<file path="src/rtl/serial_add_ctrl.sv">
// Bit-serial adder controller: one full-adder cell reused over WIDTH cycles, start/done handshake.
// Optional signed-overflow output enabled by defining SERIAL_ADD_OVF_EN.
module serial_add_ctrl #(
  parameter int WIDTH = 8
) (
  input  logic             clk,
  input  logic             rst_n,
  input  logic             start,
  input  logic [WIDTH-1:0] a,
  input  logic [WIDTH-1:0] b,
  input  logic             cin,
  output logic             busy,
  output logic             done,
  output logic [WIDTH-1:0] sum,
  output logic             cout
`ifdef SERIAL_ADD_OVF_EN
  , output logic           ovf
`endif
);

  localparam int CNT_W = $clog2(WIDTH);

  typedef enum logic [1:0] {
    IDLE = 2'd0,
    RUN  = 2'd1,
    DONE = 2'd2
  } state_e;

  state_e           state_q, state_d;
  logic [WIDTH-1:0] a_sr_q, a_sr_d;
  logic [WIDTH-1:0] b_sr_q, b_sr_d;
  logic [WIDTH-1:0] sum_q, sum_d;
  logic [CNT_W-1:0] cnt_q, cnt_d;
  logic             c_q, c_d;
  logic             cout_q, cout_d;
  logic             ovf_q, ovf_d;

  logic s_bit;
  logic carry_bit;
  logic last_bit;

  always_comb begin
    // NOTE: every always_comb output gets a default first so no path leaves it unassigned (no latch).
    state_d = state_q;
    a_sr_d  = a_sr_q;
    b_sr_d  = b_sr_q;
    sum_d   = sum_q;
    cnt_d   = cnt_q;
    c_d     = c_q;
    cout_d  = cout_q;
    ovf_d   = ovf_q;

    s_bit     = a_sr_q[0] ^ b_sr_q[0] ^ c_q;
    carry_bit = (a_sr_q[0] & b_sr_q[0]) | (c_q & (a_sr_q[0] ^ b_sr_q[0]));
    last_bit  = (cnt_q == CNT_W'(WIDTH - 1));

    unique case (state_q)
      IDLE: begin
        if (start) state_d = RUN;
      end
      RUN: begin
        sum_d  = {s_bit, sum_q[WIDTH-1:1]};
        a_sr_d = a_sr_q >> 1;
        b_sr_d = b_sr_q >> 1;
        c_d    = carry_bit;
        if (last_bit) begin
          state_d = DONE;
          cout_d  = carry_bit;
          // Carry into the MSB is c_q on this cycle; differing from carry out means signed overflow.
          ovf_d   = c_q ^ carry_bit;
        end else begin
          cnt_d = cnt_q + CNT_W'(1);
        end
      end
      DONE: begin
        state_d = start ? RUN : IDLE;
      end
      default: state_d = IDLE;
    endcase

    // Start is only accepted outside RUN; a request during RUN is dropped.
    if (start && state_q != RUN) begin
      a_sr_d = a;
      b_sr_d = b;
      c_d    = cin;
      cnt_d  = '0;
      sum_d  = '0;
      ovf_d  = 1'b0;
    end
  end

  always_ff @(posedge clk) begin
    // NOTE: sequential state uses non-blocking assignments; the synchronous reset clears every register.
    if (!rst_n) begin
      state_q <= IDLE;
      a_sr_q  <= '0;
      b_sr_q  <= '0;
      sum_q   <= '0;
      cnt_q   <= '0;
      c_q     <= 1'b0;
      cout_q  <= 1'b0;
      ovf_q   <= 1'b0;
    end else begin
      state_q <= state_d;
      a_sr_q  <= a_sr_d;
      b_sr_q  <= b_sr_d;
      sum_q   <= sum_d;
      cnt_q   <= cnt_d;
      c_q     <= c_d;
      cout_q  <= cout_d;
      ovf_q   <= ovf_d;
    end
  end

  assign busy = (state_q == RUN);
  assign done = (state_q == DONE);
  assign sum  = sum_q;
  assign cout = cout_q;
`ifdef SERIAL_ADD_OVF_EN
  assign ovf  = ovf_q;
`else
  logic unused_ovf;
  assign unused_ovf = ovf_q;
`endif

endmodule
</file>
<file path="config.mk">
export PLATFORM = sky130hd
export DESIGN_NAME = serial_add_ctrl
export DESIGN_NICKNAME = d
export VERILOG_FILES = /design/src/rtl/serial_add_ctrl.sv
export SDC_FILE = /design/constraint.sdc
export NUM_CORES = 1
export LEC_CHECK = 0
export ABC_AREA = 1
export BUFFER_PORTS_ARGS = -buffer_cell sky130_fd_sc_hd__clkbuf_2
export CORE_MARGIN = 5
export CORE_UTILIZATION = 53
export CTS_CLUSTER_DIAMETER = 30
export DETAILED_ROUTE_END_ITERATION = 16
export PLACE_DENSITY = 0.87
export SLEW_MARGIN = 20
export SYNTH_ARGS = -nofsm -noshare
export SYNTH_HDL_FRONTEND = slang
export SYNTH_SLANG_ARGS = --single-unit
</file>
<file path="constraint.sdc">
create_clock -name clk -period 1.25 [get_ports clk]
set_input_delay 0.25 -clock clk [delete_from_list [all_inputs] [get_ports clk]]
set_output_delay 0.25 -clock clk [all_outputs]
set_load 0.01 [all_outputs]
</file>
Yosys cells after proc, flatten, opt, wreduce, memory -nomap -nowiden
Cells that the tools add are included.
{ "totals": {"inputBits": 20, "ff_bits": 31} }
{ "op_classes": {"bitwise": 7, "reduce_logical": 7, "add_sub_neg": 1, "mux": 10, "eq_ne": 6} }
{ "op_table": {"columns": ["op", "n"], "rows": [
  ["$mux W8", 4],
  ["$pmux W2 S3", 1],
  ["$reduce_and A2 Y1", 3],
  ["$mux W2", 2],
  ["$ne A2 B1 Y1 const B", 2],
  ["$add A3 B1 Y3 const B", 1],
  ["$eq A3 B3 Y1 const B", 1],
  ["$mux W1", 3],
  ["$and A1 B1 Y1", 2],
  ["$eq A2 B1 Y1 const B", 1],
  ["$eq A2 B2 Y1 const B", 1],
  ["$logic_not A2 Y1", 1],
  ["$ne A2 B2 Y1 const B", 1],
  ["$not A1 Y1", 2],
  ["$reduce_bool A2 Y1", 1],
  ["$reduce_or A2 Y1", 1],
  ["$xor A1 B1 Y1", 2],
  ["$logic_and A1 B1 Y1", 1],
  ["$or A1 B1 Y1", 1]
]} }

Logic depth before layout (Yosys ltp)
{ "depth": {"depth_word": 5, "mapped_depth": 7} }

Least setup slack after synthesis
Ideal clock, no wire load.
{ "synth_timing": {"path_type": "register to register", "startpoint": "register cnt_q[0]", "endpoint": "register cnt_q[1]", "path_stages_with_launch": 6, "required_time_ns": 1.184, "period_less_slack_ns": 1.099, "arrival_time_ns": 1.033, "setup_slack_ns": 0.151, "path_cell_list": "dfxtp_1 > ha_1 > ha_1 > nor2_1 > nand2_1 > a21oi_2"} }
{ "synth_between": {"elab_chain_cells": 3} }
{ "synth_rtl": {"columns": ["element", "line", "rtl"], "rows": [
  ["start, declared", "33", "logic [CNT_W-1:0] cnt_q, cnt_d;"],
  ["start signal, assigned", "108", "cnt_q <= cnt_d;"],
  ["branches (longest 3 deep; another with $add A3 B1 Y3)", null, null]
]} }
Parallel ways; which one is timed is not known.
A chain may end at the register's enable or synchronous reset.

Final worst setup path
{ "layout_timing": {"startpoint": "register state_q[0]", "endpoint": "output busy"} }
{ "layout_between": {"elab_chain_cells": 1} }
{ "layout_rtl": {"columns": ["element", "line", "rtl"], "rows": [
  ["start, declared", "29", "state_e state_q, state_d;"],
  ["start signal, assigned", "104", "state_q <= state_d;"],
  ["$eq A2 B1 Y1", "115", "assign busy = (state_q == RUN);"],
  ["end, declared", "12", "output logic busy,"]
]} }
Every way passes these cells.

==> impl_metrics.tcl <==
set metrics [dict create \
    r2r_slack_ps 0 \
    violations "negative setup slack" \
    setup_tns_ps -77.5 \
    ir_worst_vdd_mv 0.861 \
    totalWireLength_mm 3.12 \
    rows 19 \
    comb_power_share 0.155 \
    synth_cell_types 18 \
    die_area_um2 3940 \
    finalNonFillerCells 262 \
    slew_violations 0 \
    end_kind "output pin" \
    rr_endpoint "cnt_q[0]" \
    wire_per_inst_um 11.9 \
    setup_viol 1 \
    path_class "flip-flop to output pin" \
    fin_crit_ps 1330 \
    cts_made_buffers 5 \
    grt-ovfl-total 0 \
    fin_ws_ps -77.5 \
    drc 0 \
    antenna_found_initial 0 \
    clk_path_buf_depth 2 \
    holdPathStages 3 \
    postCtsHoldBufs 0 \
    core_region_area_um2 2710 \
    via_per_inst 5.08 \
    drt-initial-drc-count 120 \
    dp_cells 251 \
    clkTransAtPathRegs_ps 90 \
    place_congestion 0.733 \
    power.leakage_nw 0.865 \
    grtUsageTotal 0.165 \
    worst_ep_arrival_time_ps 1080 \
    drive_gt1_frac 0.303 \
    reg2regPathDepth 4 \
    syn_inst 195 \
    outcome "finished, violations left" \
    synth-seq-cells 31 \
    cts_tree "built" \
    p_int_w 0.00149 \
    grt_pass1_vias 1201 \
    skew_ps 5.53 \
    area_delta_synth_final_pct 20.2 \
    yosys_warnings 0 \
    max_clock_freq_mhz 753 \
    grt_pass1_wl_mm 5.30 \
    start_util 0.545 \
    yosysSeqAreaShare 0.420 \
    synth_area_per_cell_um2 7.58 \
    dp_slack_ps -62.0 \
    clk_latency_ps 320 \
    grt_max_degree 41 \
    io_buffer_count 30 \
    hold_viol 0 \
    pwr_density_cell_nw_per_um2 1140 \
    p_clk_frac 0.323 \
    p_switching_w 0.000525 \
    p_sw_frac 0.260 \
    hold_class "input pin to flip-flop" \
    pwr-share-seq 0.522 \
    die_h_um 62.8 \
    n_antenna_cell 0 \
    rr_startpoint "state_q[0]" \
    drt-pass1-iter-count 4 \
    post-route-period-util 1.06 \
    antenna_left 0 \
    tightest_slew_ps 664 \
    netlist_area_um2 1480 \
    required_ps 1000 \
    min_to "b_sr_q[7]" \
    startpoint_type "flip-flop" \
    ios 31 \
    crit_path_max_fanout 3 \
    hpwlAfterDp_mm 2.13 \
    clockRootBuffer "clkbuf_4" \
    vias 1331 \
    rsz0062_at_grt "yes" \
    min_from "b[7]" \
    syn_nets 218 \
    fp.dieW_um 62.8 \
    htree_levels 2 \
    relSlewSlack 0.557 \
    maxCapViolations 0 \
    clock-sinks 31 \
    finalNetCount 253 \
]
[cell families (layout without fill, tap and decap cells)]
family	Yosys count	after routing	synth area share
compound gates	15	15	0.0787
fa+ha+maj	3	3	0.0305
buf+inv	33	69	0.124
flops	31	31	0.420
simple gates	113	113	0.347
[flip-flops by register name (all words and copies together), names as in the netlist]
register  cells
sum           8
a_sr_q        8
c_q           1
cout          1
cnt_q         3
b_sr_q        8
state_q       2
[critical path: stages, from the launching register on]
cell and delay [ps]:
dfxtp_4 380, inv_4 50, nor2_8 130, buf_12 110
buf_6 90
[layout make-up]
class                           instances  area (um^2)
Fill cell                             233          935
Sequential cell                        31          628
Timing Repair Buffer                   40          267
Inverter                               21         83.8
Multi-Input combinational cell        131          689
Tap cell                               31         38.8
Clock buffer                            8         68.8
[cell usage after synthesis (all sizes together)]
cell,n,share of area
nand3,48,0.16
o21ai,1,0.0059
fa,1,0.014
a21oi,14,0.073
inv,21,0.053
buf,12,0.070
nand2,60,0.16
nor2,5,0.025
ha,2,0.017
dfxtp,31,0.42
[worst max-delay path by stage]
stage                    start       end  slack (ps)  cells past startpoint
floorplan             cnt_q[0]  cnt_q[1]         150                      5
global placement    state_q[1]  cnt_q[0]          -6                      3
detailed placement  state_q[1]  cnt_q[0]         -60                      3
CTS                 state_q[0]      busy        -100                      4
global route        state_q[0]      busy        -140                      4
finish              state_q[0]      busy         -80                      4
[per-layer routing]
layer / global-route usage / share of wire / vias to the layer above
met2: 0.250 / 0.48 / 38
li1: - / - / 691
met3: 0.0665 / 0.059 / 6
met1: 0.209 / 0.44 / 596
met4: 0.0663 / 0.018 / 0
met5: 0 / 0 / -
[power groups by stage]
stage               combinational [W]  clock, W  sequential (W)
global placement             0.000282         0         0.00107
CTS                          0.000295  0.000667         0.00105
global route                 0.000352  0.000717         0.00106
detailed placement           0.000287         0         0.00108
finish                       0.000314  0.000651         0.00105
floorplan                    0.000217         0         0.00107
[per-stage QoR]
stage / hold WS (ps) / util / cell area, um^2 / power [W]
6_report: 195 / 0.655 / 1780 / 0.00202
2_1_floorplan: 415 / - / 1480 / 0.00129
3_3_place_gp: 455 / 0.605 / 1640 / 0.00136
5_1_grt: 168 / 0.655 / 1780 / 0.00213
4_1_cts: 176 / 0.637 / 1730 / 0.00202
3_5_place_dp: 462 / 0.605 / 1640 / 0.00136
[cells in the final DEF (no fill, tap or decap)]
master / count
ha_1: 2
nor2_4: 1
dfxtp_4: 2
clkbuf_4: 5
nand2_1: 57
nand3_1: 48
buf_4: 7
a21oi_2: 10
a21oi_1: 4
nor2_2: 2
buf_12: 2
nor2_8: 1
nand2_4: 1
inv_4: 2
buf_6: 3
o21ai_2: 1
inv_1: 19
nand2_2: 2
fa_2: 1
clkbuf_8: 2
nor2_1: 1
clkbuf_2: 28
dfxtp_1: 29
clkbuf_1: 1
[what timing repair did]
action | CTS | global route
pin swaps | 0 | 2
buffers inserted | 1 | 2
gates resized for setup | 4 | 12
endpoints found under the setup margin | 13 | 15
Note: power is estimated with default switching activity, not from simulation.
